===== config.mk =====
export PLATFORM = sky130hd
export DESIGN_NAME = npn_canon_flat
export DESIGN_NICKNAME = d
export VERILOG_FILES = /design/src/rtl/npn_pkg.sv /design/src/rtl/npn_canon_if.sv /design/src/rtl/npn_apply.sv /design/src/rtl/npn_canon.sv /design/src/flat_wrapper.sv
export SDC_FILE = /design/constraint.sdc
export NUM_CORES = 1
export LEC_CHECK = 0
export CAP_MARGIN = 30
export CORE_ASPECT_RATIO = 0.5
export CORE_MARGIN = 1
export CORE_UTILIZATION = 40
export DETAILED_ROUTE_END_ITERATION = 12
export PLACE_DENSITY = 0.68
export SLEW_MARGIN = 15
export SYNTH_ARGS = -nofsm -noshare
export SYNTH_HDL_FRONTEND = slang
export SYNTH_HIERARCHICAL = 1
export SYNTH_SLANG_ARGS = --single-unit
export TNS_END_PERCENT = 5

===== constraint.sdc =====
create_clock -name clk -period 7.42 [get_ports clk]
set_input_delay 2.226 -clock clk [delete_from_list [all_inputs] [get_ports clk]]
set_output_delay 2.226 -clock clk [all_outputs]
set_load 0.005 [all_outputs]

===== src/rtl/npn_pkg.sv =====
// Shared constants, FSM states and permutation table for the
// 4-input NPN canonicalizer.
package npn_pkg;

    localparam int N_PERM = 24;
    localparam int N_NEG  = 16;

    typedef enum logic [1:0] {
        IDLE,
        SCAN,
        DONE
    } state_t;

    // Entry [2i+1:2i] holds p(i); rows in lexicographic order of (p0,p1,p2,p3)
    localparam logic [7:0] PERM_LUT [N_PERM] = '{
        {2'd3, 2'd2, 2'd1, 2'd0},
        {2'd2, 2'd3, 2'd1, 2'd0},
        {2'd3, 2'd1, 2'd2, 2'd0},
        {2'd1, 2'd3, 2'd2, 2'd0},
        {2'd2, 2'd1, 2'd3, 2'd0},
        {2'd1, 2'd2, 2'd3, 2'd0},
        {2'd3, 2'd2, 2'd0, 2'd1},
        {2'd2, 2'd3, 2'd0, 2'd1},
        {2'd3, 2'd0, 2'd2, 2'd1},
        {2'd0, 2'd3, 2'd2, 2'd1},
        {2'd2, 2'd0, 2'd3, 2'd1},
        {2'd0, 2'd2, 2'd3, 2'd1},
        {2'd3, 2'd1, 2'd0, 2'd2},
        {2'd1, 2'd3, 2'd0, 2'd2},
        {2'd3, 2'd0, 2'd1, 2'd2},
        {2'd0, 2'd3, 2'd1, 2'd2},
        {2'd1, 2'd0, 2'd3, 2'd2},
        {2'd0, 2'd1, 2'd3, 2'd2},
        {2'd2, 2'd1, 2'd0, 2'd3},
        {2'd1, 2'd2, 2'd0, 2'd3},
        {2'd2, 2'd0, 2'd1, 2'd3},
        {2'd0, 2'd2, 2'd1, 2'd3},
        {2'd1, 2'd0, 2'd2, 2'd3},
        {2'd0, 2'd1, 2'd2, 2'd3}
    };

endpackage


===== src/rtl/npn_canon_if.sv =====
// Input and result handshake bundle for npn_canon.
interface npn_canon_if;

    logic        in_valid;
    logic        in_ready;
    logic [15:0] in_tt;
    logic        out_valid;
    logic        out_ready;
    logic [15:0] out_tt;
    logic [4:0]  out_perm;
    logic [3:0]  out_neg;
    logic        out_onot;

    modport master (
        output in_valid, in_tt, out_ready,
        input  in_ready, out_valid, out_tt,
        input  out_perm, out_neg, out_onot
    );

    modport slave (
        input  in_valid, in_tt, out_ready,
        output in_ready, out_valid, out_tt,
        output out_perm, out_neg, out_onot
    );

endinterface


===== src/rtl/npn_apply.sv =====
// Combinational input permute/negate of a 4-input truth table:
// t[k] = tt[z], z_i = k_{p(i)} ^ n_i.
module npn_apply
    import npn_pkg::*;
(
    input  logic [15:0] i_tt,
    input  logic [4:0]  i_perm,
    input  logic [3:0]  i_neg,
    output logic [15:0] o_t
);

    logic [7:0] w_p;

    assign w_p = (i_perm < 5'(N_PERM)) ? PERM_LUT[i_perm] : PERM_LUT[0];

    always_comb begin
        logic [3:0] w_kv;
        logic [3:0] w_z;
        o_t  = '0;
        w_kv = '0;
        w_z  = '0;
        for (int k = 0; k < 16; k++) begin
            w_kv = 4'(k);
            for (int i = 0; i < 4; i++) begin
                w_z[i] = w_kv[w_p[2*i +: 2]] ^ i_neg[i];
            end
            o_t[k] = i_tt[w_z];
        end
    end

endmodule


===== src/rtl/npn_canon.sv =====
// Sequential NPN canonicalizer: scans 24 permutations x 16 negation
// masks, one per cycle, keeping the smallest output-normalized table.
module npn_canon
    import npn_pkg::*;
(
    input  logic        clk,
    input  logic        rst,
    npn_canon_if.slave  bus
);

    state_t      r_state;
    logic [15:0] r_f;
    logic [4:0]  r_perm;
    logic [3:0]  r_neg;
    logic        r_fin;
    logic [15:0] r_best;
    logic [4:0]  r_bperm;
    logic [3:0]  r_bneg;
    logic        r_bo;
    logic        r_in_ready;
    logic        r_out_valid;
    logic [15:0] r_out_tt;
    logic [4:0]  r_out_perm;
    logic [3:0]  r_out_neg;
    logic        r_out_onot;

    logic [15:0] w_t;
    logic [15:0] w_c;
    logic        w_o;
    logic        w_better;

    npn_apply u_apply (
        .i_tt   (r_f),
        .i_perm (r_perm),
        .i_neg  (r_neg),
        .o_t    (w_t)
    );

    // ~t < t exactly when the MSB of t is set
    assign w_o      = w_t[15];
    assign w_c      = w_o ? ~w_t : w_t;
    assign w_better = (w_c < r_best);

    always_ff @(posedge clk) begin
        if (rst) begin
            r_state     <= IDLE;
            r_f         <= '0;
            r_perm      <= '0;
            r_neg       <= '0;
            r_fin       <= 1'b0;
            r_best      <= 16'hFFFF;
            r_bperm     <= '0;
            r_bneg      <= '0;
            r_bo        <= 1'b0;
            r_in_ready  <= 1'b1;
            r_out_valid <= 1'b0;
            r_out_tt    <= '0;
            r_out_perm  <= '0;
            r_out_neg   <= '0;
            r_out_onot  <= 1'b0;
        end else begin
            unique case (r_state)
                IDLE: begin
                    if (bus.in_valid) begin
                        r_f        <= bus.in_tt;
                        r_best     <= 16'hFFFF;
                        r_bperm    <= '0;
                        r_bneg     <= '0;
                        r_bo       <= 1'b0;
                        r_perm     <= '0;
                        r_neg      <= '0;
                        r_fin      <= 1'b0;
                        r_in_ready <= 1'b0;
                        r_state    <= SCAN;
                    end
                end
                SCAN: begin
                    if (r_fin) begin
                        r_out_valid <= 1'b1;
                        r_out_tt    <= r_best;
                        r_out_perm  <= r_bperm;
                        r_out_neg   <= r_bneg;
                        r_out_onot  <= r_bo;
                        r_state     <= DONE;
                    end else begin
                        if (w_better) begin
                            r_best  <= w_c;
                            r_bperm <= r_perm;
                            r_bneg  <= r_neg;
                            r_bo    <= w_o;
                        end
                        if (r_neg != 4'(N_NEG - 1)) begin
                            r_neg <= r_neg + 4'd1;
                        end else if (r_perm != 5'(N_PERM - 1)) begin
                            r_neg  <= '0;
                            r_perm <= r_perm + 5'd1;
                        end else begin
                            r_fin <= 1'b1;
                        end
                    end
                end
                DONE: begin
                    if (bus.out_ready) begin
                        r_out_valid <= 1'b0;
                        r_in_ready  <= 1'b1;
                        r_state     <= IDLE;
                    end
                end
                default: r_state <= IDLE;
            endcase
        end
    end

    assign bus.in_ready  = r_in_ready;
    assign bus.out_valid = r_out_valid;
    assign bus.out_tt    = r_out_tt;
    assign bus.out_perm  = r_out_perm;
    assign bus.out_neg   = r_out_neg;
    assign bus.out_onot  = r_out_onot;

endmodule

===== src/flat_wrapper.sv =====
// flat-port wrapper written by rule: the top's interface ports become plain ports
module npn_canon_flat import npn_pkg::*;
  (clk, rst, bus_in_valid, bus_in_tt, bus_out_ready, bus_in_ready, bus_out_valid, bus_out_tt, bus_out_perm, bus_out_neg, bus_out_onot);
  npn_canon_if bus_i ();
  input  logic clk;
  input  logic rst;
  input wire logic [$bits(bus_i.in_valid)-1:0] bus_in_valid;
  input wire logic [$bits(bus_i.in_tt)-1:0] bus_in_tt;
  input wire logic [$bits(bus_i.out_ready)-1:0] bus_out_ready;
  output wire logic [$bits(bus_i.in_ready)-1:0] bus_in_ready;
  output wire logic [$bits(bus_i.out_valid)-1:0] bus_out_valid;
  output wire logic [$bits(bus_i.out_tt)-1:0] bus_out_tt;
  output wire logic [$bits(bus_i.out_perm)-1:0] bus_out_perm;
  output wire logic [$bits(bus_i.out_neg)-1:0] bus_out_neg;
  output wire logic [$bits(bus_i.out_onot)-1:0] bus_out_onot;
  assign bus_i.in_valid = bus_in_valid;
  assign bus_i.in_tt = bus_in_tt;
  assign bus_i.out_ready = bus_out_ready;
  assign bus_in_ready = bus_i.in_ready;
  assign bus_out_valid = bus_i.out_valid;
  assign bus_out_tt = bus_i.out_tt;
  assign bus_out_perm = bus_i.out_perm;
  assign bus_out_neg = bus_i.out_neg;
  assign bus_out_onot = bus_i.out_onot;
  npn_canon u_core (.clk(clk), .rst(rst), .bus(bus_i));
endmodule

==> qor.txt, run 1 <==
Cell leakage power: 0.00296 uW
Port bufs: 47
Vias in the first global route: 5,068
Final hold vios: 0
Clock slew at reported path FFs: 60 ps
Critical Path RT: 7620 ps
ANT nets after route: 0
Synth-to-layout area growth: 13.0%
Max incr delay on CP: 870 ps
Via density: 5.78
Commonest non-fill, non-tap cell in the layout: nand2_1
HP Class: flop to flop
Sequential share of the synthesized area: 0.247
Worst setup path endpoint: u_core/r_best[0]$_SDFFE_PP1P_
Fill count: 1,463
CP max-delay cell: dfxtp_1
Die area: 17,200 um^2
PD cells: 166 nW/um^2
Area occupied by multi-input gates: 4630 um^2
Gr ovfl total: 0
Crit Reg-Reg Startpoint: u_core/r_perm[2]$_SDFFE_PP0P_
CP most frequent cell: ha_1
Worst EP arrival: 6130 ps
Rel. slew slack: 0.391
Post-Synth XOR/XNOR Area: 0.0938
Commonest register cell after synthesis: dfxtp_1
Critical Path End Type: flop
Top Ports: 48
Tcrit/Tclk final: 0.799
Core Rows: 32
Cell count after synthesis: 642
Clock power frac: 0.368
GP Congestion: 0.902
Seq pwr share: 0.402
EDFF count, synth: 0
CTS tree: built
Fin. max-slew vios: 0
Largest net degree at the start of global routing: 56
Detailed Route Iter0 Violations: 531
CTS max path bufs: 2
Tmin final: 5930 ps
Yosys reg bits: 82
Most frequent cells in the layout: 96 x nand2_1, 82 x dfxtp_1, 66 x mux4_2
Max H-tree Level: 3
Synthesized cell area: 6640 um^2
Sw Ratio: 0.294
Routed WL per cell: 18.9 um
Reg area: 1640 um^2
Die width: 184 um
DR DRC count: 0
Ant. Diodes: 0
Tot Pwr: 1250 uW
Logic gate share of total power: 0.230
Setup TNS: 0 ps
Total track usage: 0.202
Number of clock sinks: 82
Status: finished, final reports clean
Layout cells sized above 1: 0.169
Ys async rst share: 0
Worst Path Max Fanout: 21
Worst Tran Pin Value: 912 ps
Worst reg2reg setup slack: 1490 ps
CTS Hold Bufs: 0
Via count: 5,107
DP HPWL: 11.3 mm
Main combinational cell family by area after synthesis: multiplexers
Worst setup SP type: flop
Final Setup Violations: 0
Clk_skew: 9.34 ps
Post-cts gate resize count: 0
Synth unique cells: 60
Complex-gate fraction of the synthesized area: 0.128
Worst-Skew Late Latency: 330 ps
Final nets: 724
RSZ-0062 raised after global routing: false
Crit Path Class: flop to flop
Simple-gate share of the synthesized area: 0.115
Setup Buffers After CTS: 0
Area of the core: 15,800 um^2
Reg-to-Reg End: u_core/r_best[0]$_SDFFE_PP1P_
Multiplexer area fraction after synthesis: 0.274
Height of the chip: 93.1 um
Routed wire length: 16.7 mm
Crit-path cells: inv_1, ha_1, and2_1, o32ai_4, inv_1, ha_1, xor2_2, mux4_2, and2_1, a211oi_1, a21oi_1, xor2_1, ha_1, a21o_1, a221o_1, a211oi_2, and3_1, a22oi_1
Initial core utilization: 0.420
CTS Buf Count: 9
Root Buffer: clkbuf_16
Initial antenna violation count: 0
Syn nets: 708
Psw: 367 uW
Mean Syn Cell Area: 10.3 um^2
Int Power: 880 uW
Adder-Cell Fraction of Synth Area: 0.0866
Maxcap violations: 0
Reg2Reg Depth: 18
VDD IR-drop max: 99.2 uV
Ys Warns: 6
First-pass GRT wire length: 27.0 mm
Max Freq: 169 MHz
CP Launch Point: u_core/r_perm[2]$_SDFFE_PP0P_
Drt first pass iters: 5
[worst min-delay path by stage]
stage,startpoint,end,slack [ps],depth (start not counted)
after floorplan,u_core/r_bneg[0]$_SDFFE_PP0P_,u_core/bus.out_neg[0]$_SDFFE_PP0P_,430,2
after global placement,u_core/r_best[11]$_SDFFE_PP1P_,u_core/bus.out_tt[11]$_SDFFE_PP0P_,440,2
after detailed placement,u_core/bus.out_tt[0]$_SDFFE_PP0P_,u_core/bus.out_tt[0]$_SDFFE_PP0P_,450,2
after CTS,u_core/bus.out_tt[0]$_SDFFE_PP0P_,u_core/bus.out_tt[0]$_SDFFE_PP0P_,460,2
after global routing,u_core/bus.out_tt[7]$_SDFFE_PP0P_,u_core/bus.out_tt[7]$_SDFFE_PP0P_,470,2
final,u_core/bus.out_neg[0]$_SDFFE_PP0P_,u_core/bus.out_neg[0]$_SDFFE_PP0P_,450,2
[power by group through the flow]
stage / Sequential [uW] / Combinational [uW] / Clock [uW]
3_5_place_dp: 509 / 281 / 0
5_1_grt: 504 / 312 / 490
4_1_cts: 500 / 283 / 470
6_report: 501 / 287 / 459
2_1_floorplan: 483 / 240 / 0
3_3_place_gp: 508 / 273 / 0
[state kept, by name, summed over array words and instances, names as in the netlist]
signal / flops
u_core/r_bo: 1
u_core/bus.out_neg: 4
u_core/r_best: 16
u_core/r_perm: 5
u_core/bus.out_perm: 5
u_core/r_bneg: 4
u_core/r_state: 2
u_core/bus.out_valid: 1
u_core/bus.out_onot: 1
u_core/r_bperm: 5
u_core/r_f: 16
u_core/bus.out_tt: 16
u_core/bus.in_ready: 1
u_core/r_fin: 1
u_core/r_neg: 4
[cells by family (layout without fill, tap and decap cells)]
| family | after synthesis | in the layout |
|---|---|---|
| AND/OR/NAND/NOR | 163 | 163 |
| AO/OA/AOI/OAI | 122 | 122 |
| multiplexers | 88 | 88 |
| flip-flops | 82 | 82 |
| buffers and inverters | 78 | 99 |
| XOR/XNOR | 63 | 63 |
| adder cells (fa/ha/maj) | 46 | 46 |
[per-layer routing]
layer  GRT usage  vias to the layer above  part of all wire
li1            -                     2370                 -
met1       0.281                     2463              0.45
met2       0.314                      239              0.44
met3      0.0424                       35             0.092
met4      0.0632                        0             0.015
met5           0                        -                 0
[worst max-delay path: cells and delay by family, from the launching register on]
kind                     cells  cell delay, ps
flip-flops                   1             870
AO/OA/AOI/OAI                7            1630
AND/OR/NAND/NOR              3             870
buffers and inverters        2             300
multiplexers                 1             570
XOR/XNOR                     2             630
adder cells (fa/ha/maj)      3             920
[synth_stat cells, types with 4 or more instances]
master,n,area (um^2)
xnor2_1,17,149
clkbuf_1,28,105
dfxtp_1,82,1640
mux4_2,66,1490
buf_6,7,78.8
buf_4,4,30.0
mux4_1,7,184
nor2b_1,11,68.8
inv_1,30,113
a22o_1,10,87.6
nor2_1,17,63.8
o21ai_0,5,25.0
mux2i_1,14,140
xor2_2,4,65.1
a21oi_1,63,315
nor3_1,4,20.0
buf_2,9,45.0
ha_1,46,576
a2bb2oi_1,14,123
nand2b_1,6,37.5
nand2_1,96,360
nand3_1,7,35.0
a211oi_1,5,37.5
xor2_1,38,333
[through the flow]
stage,setup slack [ps],area [um^2],util,instances,hold slack (ps)
final,1490,7510,0.475,884,451
after global routing,1150,7510,0.475,884,470
after CTS,1530,7480,0.473,883,456
after detailed placement,1550,7170,0.453,867,447
after global placement,1580,7160,0.453,866,443
after floorplan,2330,6640,-,642,432
[final cells by class]
type,count,area share
inverters,30,0.0150
flip-flops and latches,82,0.219
well taps,221,0.0368
clock buffers,10,0.0318
multi-input cells,482,0.617
clock inverters,6,0.00950
repair buffers,53,0.0716
Power figures use the tool's default switching activity.
==> run 2, diff against run 1 <==
Settings changed: PLACE_DENSITY 0.68 to 0.7.
Clock period 7.42 ns to 5 ns, I/O delays scaled along.
==> qor.txt, run 2 (synthesis gave the netlist of run 1 again) <==
Gr ovfl total: 0
Largest net degree at the start of global routing: 56
Top Ports: 48
Tcrit/Tclk final: 0.946
Cell leakage power: 0.00324 uW
Initial antenna violation count: 0
Critical Path RT: 5230 ps
Max Freq: 212 MHz
Int Power: 1350 uW
Area after DPL: 7500 um^2
Drt first pass iters: 5
Height of the chip: 93.1 um
GP Congestion: 0.864
VDD IR-drop max: 158 uV
Final worst setup slack: 272 ps
Tot Pwr: 1900 uW
Die area: 17,200 um^2
Max H-tree Level: 3
Ant. Diodes: 0
Via density: 5.77
Logic gate share of total power: 0.253
Worst-Skew Late Latency: 330 ps
Clk_skew: 5.78 ps
Critical Path End Type: flop
PD cells: 237 nW/um^2
ANT nets after route: 0
Root Buffer: clkbuf_16
Core Rows: 32
HP Class: flop to flop
Final hold vios: 0
Routed WL per cell: 18.8 um
Vias in the first global route: 5,393
Fill count: 1,418
DP Worst Slack: -41.2 ps
Worst EP arrival: 4950 ps
Crit Path Class: flop to flop
Number of clock sinks: 82
Area occupied by multi-input gates: 4760 um^2
Commonest non-fill, non-tap cell in the layout: nand2_1
Worst setup SP type: flop
Reg area: 1640 um^2
Via count: 5,382
Tmin final: 4730 ps
Port bufs: 47
Final instance area: 8030 um^2
CTS max path bufs: 2
Die width: 184 um
CTS tree: built
Final Setup Violations: 0
DR DRC count: 0
RSZ-0062 raised after global routing: false
Sw Ratio: 0.290
Worst Path Max Fanout: 19
Synth-to-layout area growth: 20.8%
Seq pwr share: 0.385
Initial core utilization: 0.420
Status: finished, final reports clean
Clock power frac: 0.362
Total track usage: 0.213
Psw: 552 uW
First-pass GRT wire length: 28.3 mm
Clock slew at reported path FFs: 60 ps
Maxcap violations: 0
Rel. slew slack: 0.408
CTS Hold Bufs: 0
Final nets: 773
Setup TNS: 0 ps
Detailed Route Iter0 Violations: 426
Routed wire length: 17.6 mm
Most frequent cells in the layout: 96 x nand2_1, 81 x dfxtp_1, 66 x mux4_2
DP HPWL: 12.2 mm
Layout cells sized above 1: 0.246
Worst Tran Pin Value: 885 ps
Fin. max-slew vios: 0
CTS Buf Count: 9
Area of the core: 15,800 um^2
run 2: through the flow:
stage	util	hold WS, ps	cells
global route	0.508	470	933
CTS	0.495	455	923
floorplan	-	432	642
detailed placement	0.474	447	907
finish	0.508	451	933
global placement	0.473	446	906
run 2: critical path: stages (launching register included):
cell and delay [ps]:
dfxtp_1 350, inv_1 110, ha_1 220, and2_1 180, o32ai_4 250, buf_4 180
ha_1 210, xor2_2 190, buf_4 190, mux4_2 490, mux4_2 480, xor2_1 190
ha_1 230, a21o_1 180, a221o_1 350, a211oi_4 350, a21oi_4 100, buf_8 170
a22o_1 180
run 2: power groups by stage:
| stage | combinational (uW) | sequential (uW) | clock (uW) |
|---|---|---|---|
| floorplan | 357 | 717 | 0 |
| global placement | 441 | 744 | 0 |
| detailed placement | 455 | 746 | 0 |
| CTS | 458 | 731 | 704 |
| global route | 522 | 736 | 732 |
| finish | 482 | 734 | 689 |
run 2: final cells by class:
class / instances / area share
inverters: 30 / 0.0140
flip-flops and latches: 82 / 0.205
well taps: 221 / 0.0344
repair buffers: 102 / 0.114
clock buffers: 11 / 0.0315
clock inverters: 5 / 0.00764
multi-input cells: 482 / 0.593
run 2: per-layer routing:
metal  wire length, um  part of all wire  GRT usage
met4               236             0.013     0.0639
met2              7950              0.45      0.339
met3              1490             0.085     0.0495
met1              7880              0.45      0.289
met5                 0                 0          0
run 2: path summary, 6_finish.rpt:
path,to,cells past startpoint,slack (ps),from
max,u_core/r_bneg[2]$_SDFFE_PP0P_,18,270,u_core/r_perm[1]$_SDFFE_PP0P_
min reg2reg,u_core/bus.out_tt[13]$_SDFFE_PP0P_,2,450,u_core/bus.out_tt[13]$_SDFFE_PP0P_
max reg2reg,u_core/r_bneg[2]$_SDFFE_PP0P_,18,270,u_core/r_perm[1]$_SDFFE_PP0P_
min,u_core/bus.out_tt[13]$_SDFFE_PP0P_,2,450,u_core/bus.out_tt[13]$_SDFFE_PP0P_
run 2: repair_timing:
item	CTS	global route
setup endpoints to repair	17	26
buffers inserted	0	9
resized for setup	2	16
pin swaps	0	3
==> run 3, diff against run 2 <==
Settings changed: REMOVE_ABC_BUFFERS set to 1.
==> qor.txt, run 3 (synthesis gave the netlist of run 1 again) <==
DR DRC count: 0
Ant. Diodes: 0
Worst-Skew Late Latency: 340 ps
Gr ovfl total: 0
CTS Hold Bufs: 0
Drt first pass iters: 5
Fill count: 1,400
Reg area: 1640 um^2
Crit Path Class: flop to flop
ANT nets after route: 0
Clk_skew: 4.80 ps
Initial core utilization: 0.420
Synth-to-layout area growth: 16.8%
Via count: 5,257
VDD IR-drop max: 162 uV
Detailed Route Iter0 Violations: 379
Status: finished, final reports clean
Final hold vios: 0
Layout cells sized above 1: 0.209
Area occupied by multi-input gates: 4680 um^2
CTS tree: built
Tmin final: 4750 ps
Cell leakage power: 0.00311 uW
Commonest non-fill, non-tap cell in the layout: nand2_1
Final Setup Violations: 0
CP most frequent cell: ha_1
DP HPWL: 11.6 mm
Critical Path RT: 5240 ps
Vias in the first global route: 5,101
CP max-delay cell: mux4_2
Height of the chip: 93.1 um
Core Rows: 32
Max H-tree Level: 3
Initial antenna violation count: 0
Clock slew at reported path FFs: 70 ps
Max Freq: 211 MHz
Root Buffer: clkbuf_16
DP Worst Slack: 98.9 ps
Layout Cells excl Fill: 911
Total track usage: 0.206
Port bufs: 47
Area of the core: 15,800 um^2
Rel. slew slack: 0.449
Die width: 184 um
Routed WL per cell: 18.5 um
Setup TNS: 0 ps
Maxcap violations: 0
Worst EP arrival: 4980 ps
Die area: 17,200 um^2
Largest net degree at the start of global routing: 39
Tot Pwr: 1830 uW
Worst Tran Pin Value: 825 ps
Fin. max-slew vios: 0
Crit-path cells: inv_1, ha_1, and2_1, o32ai_4, inv_1, ha_1, xor2_2, mux4_2, nor2b_1, a211oi_1, a21oi_1, xor2_1, ha_1, and2_0, a221o_1, a211oi_4, a21oi_2, buf_12, a22o_1
Worst Path Max Fanout: 10
Worst setup SP type: flop
Final nets: 751
PD cells: 236 nW/um^2
Critical Path End Type: flop
Via density: 5.77
Top Ports: 48
First-pass GRT wire length: 27.2 mm
Reg2Reg Depth: 19
CTS Buf Count: 9
Tcrit/Tclk final: 0.949
Most frequent cells in the layout: 96 x nand2_1, 81 x dfxtp_1, 66 x mux4_2
Max incr delay on CP: 530 ps
Routed wire length: 16.9 mm
Hold path depth: 2
Final worst setup slack: 255 ps
Number of clock sinks: 82
HP Class: flop to flop
GP Congestion: 0.919
Inst Count DP: 890
CTS max path bufs: 2
RSZ-0062 raised after global routing: false
## run 3: cell count changes in the layout (fill, tap and decap cells not counted), moves of 2 or more
| cell | change |
|---|---|
| buf_4 | -25 |
| xor2_1 | +4 |
| inv_6 | +3 |
| xor2_2 | -3 |
| buf_6 | +2 |
| clkbuf_8 | -2 |
| clkinv_4 | -2 |
| xnor2_1 | +2 |
| xnor2_2 | -2 |
## run 3: what timing repair did
| item | in CTS | in global routing |
|---|---|---|
| endpoints found under the hold margin | 0 | 0 |
| buffers inserted | 0 | 3 |
| resized for setup | 0 | 10 |
| endpoints found under the setup margin | 0 | 26 |
## run 3: routing by layer
layer | share of wire | track usage
met1 | 0.43 | 0.274
met4 | 0.019 | 0.0625
met2 | 0.44 | 0.316
met3 | 0.11 | 0.0693
met5 | 0 | 0
## run 3: cell type report
cell class,count,share of cell area
clock buffers,9,0.0290
clock inverters,7,0.00758
inverters,30,0.0145
multi-input cells,482,0.603
flip-flops and latches,82,0.212
well taps,221,0.0356
repair buffers,80,0.0980
## run 3: path summary, 6_finish.rpt
check / from / endpoint / slack, ps
setup / recovery: u_core/r_perm[1]$_SDFFE_PP0P_ / u_core/r_bo$_SDFFE_PP0P_ / 250
hold / removal: u_core/r_best[12]$_SDFFE_PP1P_ / u_core/bus.out_tt[12]$_SDFFE_PP0P_ / 450
setup reg to reg: u_core/r_perm[1]$_SDFFE_PP0P_ / u_core/r_bo$_SDFFE_PP0P_ / 250
hold reg to reg: u_core/r_best[12]$_SDFFE_PP1P_ / u_core/bus.out_tt[12]$_SDFFE_PP0P_ / 450
## run 3: report_power, final
group	internal [uW]	total (uW)	switching (uW)	leakage [uW]
clock network	346	643	297	0.000139
registers	682	740	58.3	0.000668
logic	236	449	213	0.00230
total	1260	1830	568	0.00311
## run 3: through the flow
| step | hold WS [ps] | utilization | cell area [um^2] |
|---|---|---|---|
| global placement | 442 | 0.465 | 7350 |
| floorplan | 426 | - | 6380 |
| CTS | 453 | 0.483 | 7630 |
| finish | 452 | 0.491 | 7760 |
| global route | 478 | 0.491 | 7760 |
| detailed placement | 445 | 0.465 | 7350 |
## run 3: worst max-delay path, delay by kind of cell, from the launching register on
family	cells	cell delay, ps
mux	1	530
simple gates	3	500
buf+inv	3	410
xor+xnor	2	530
flops	1	320
fa+ha+maj	3	810
compound gates	7	1540
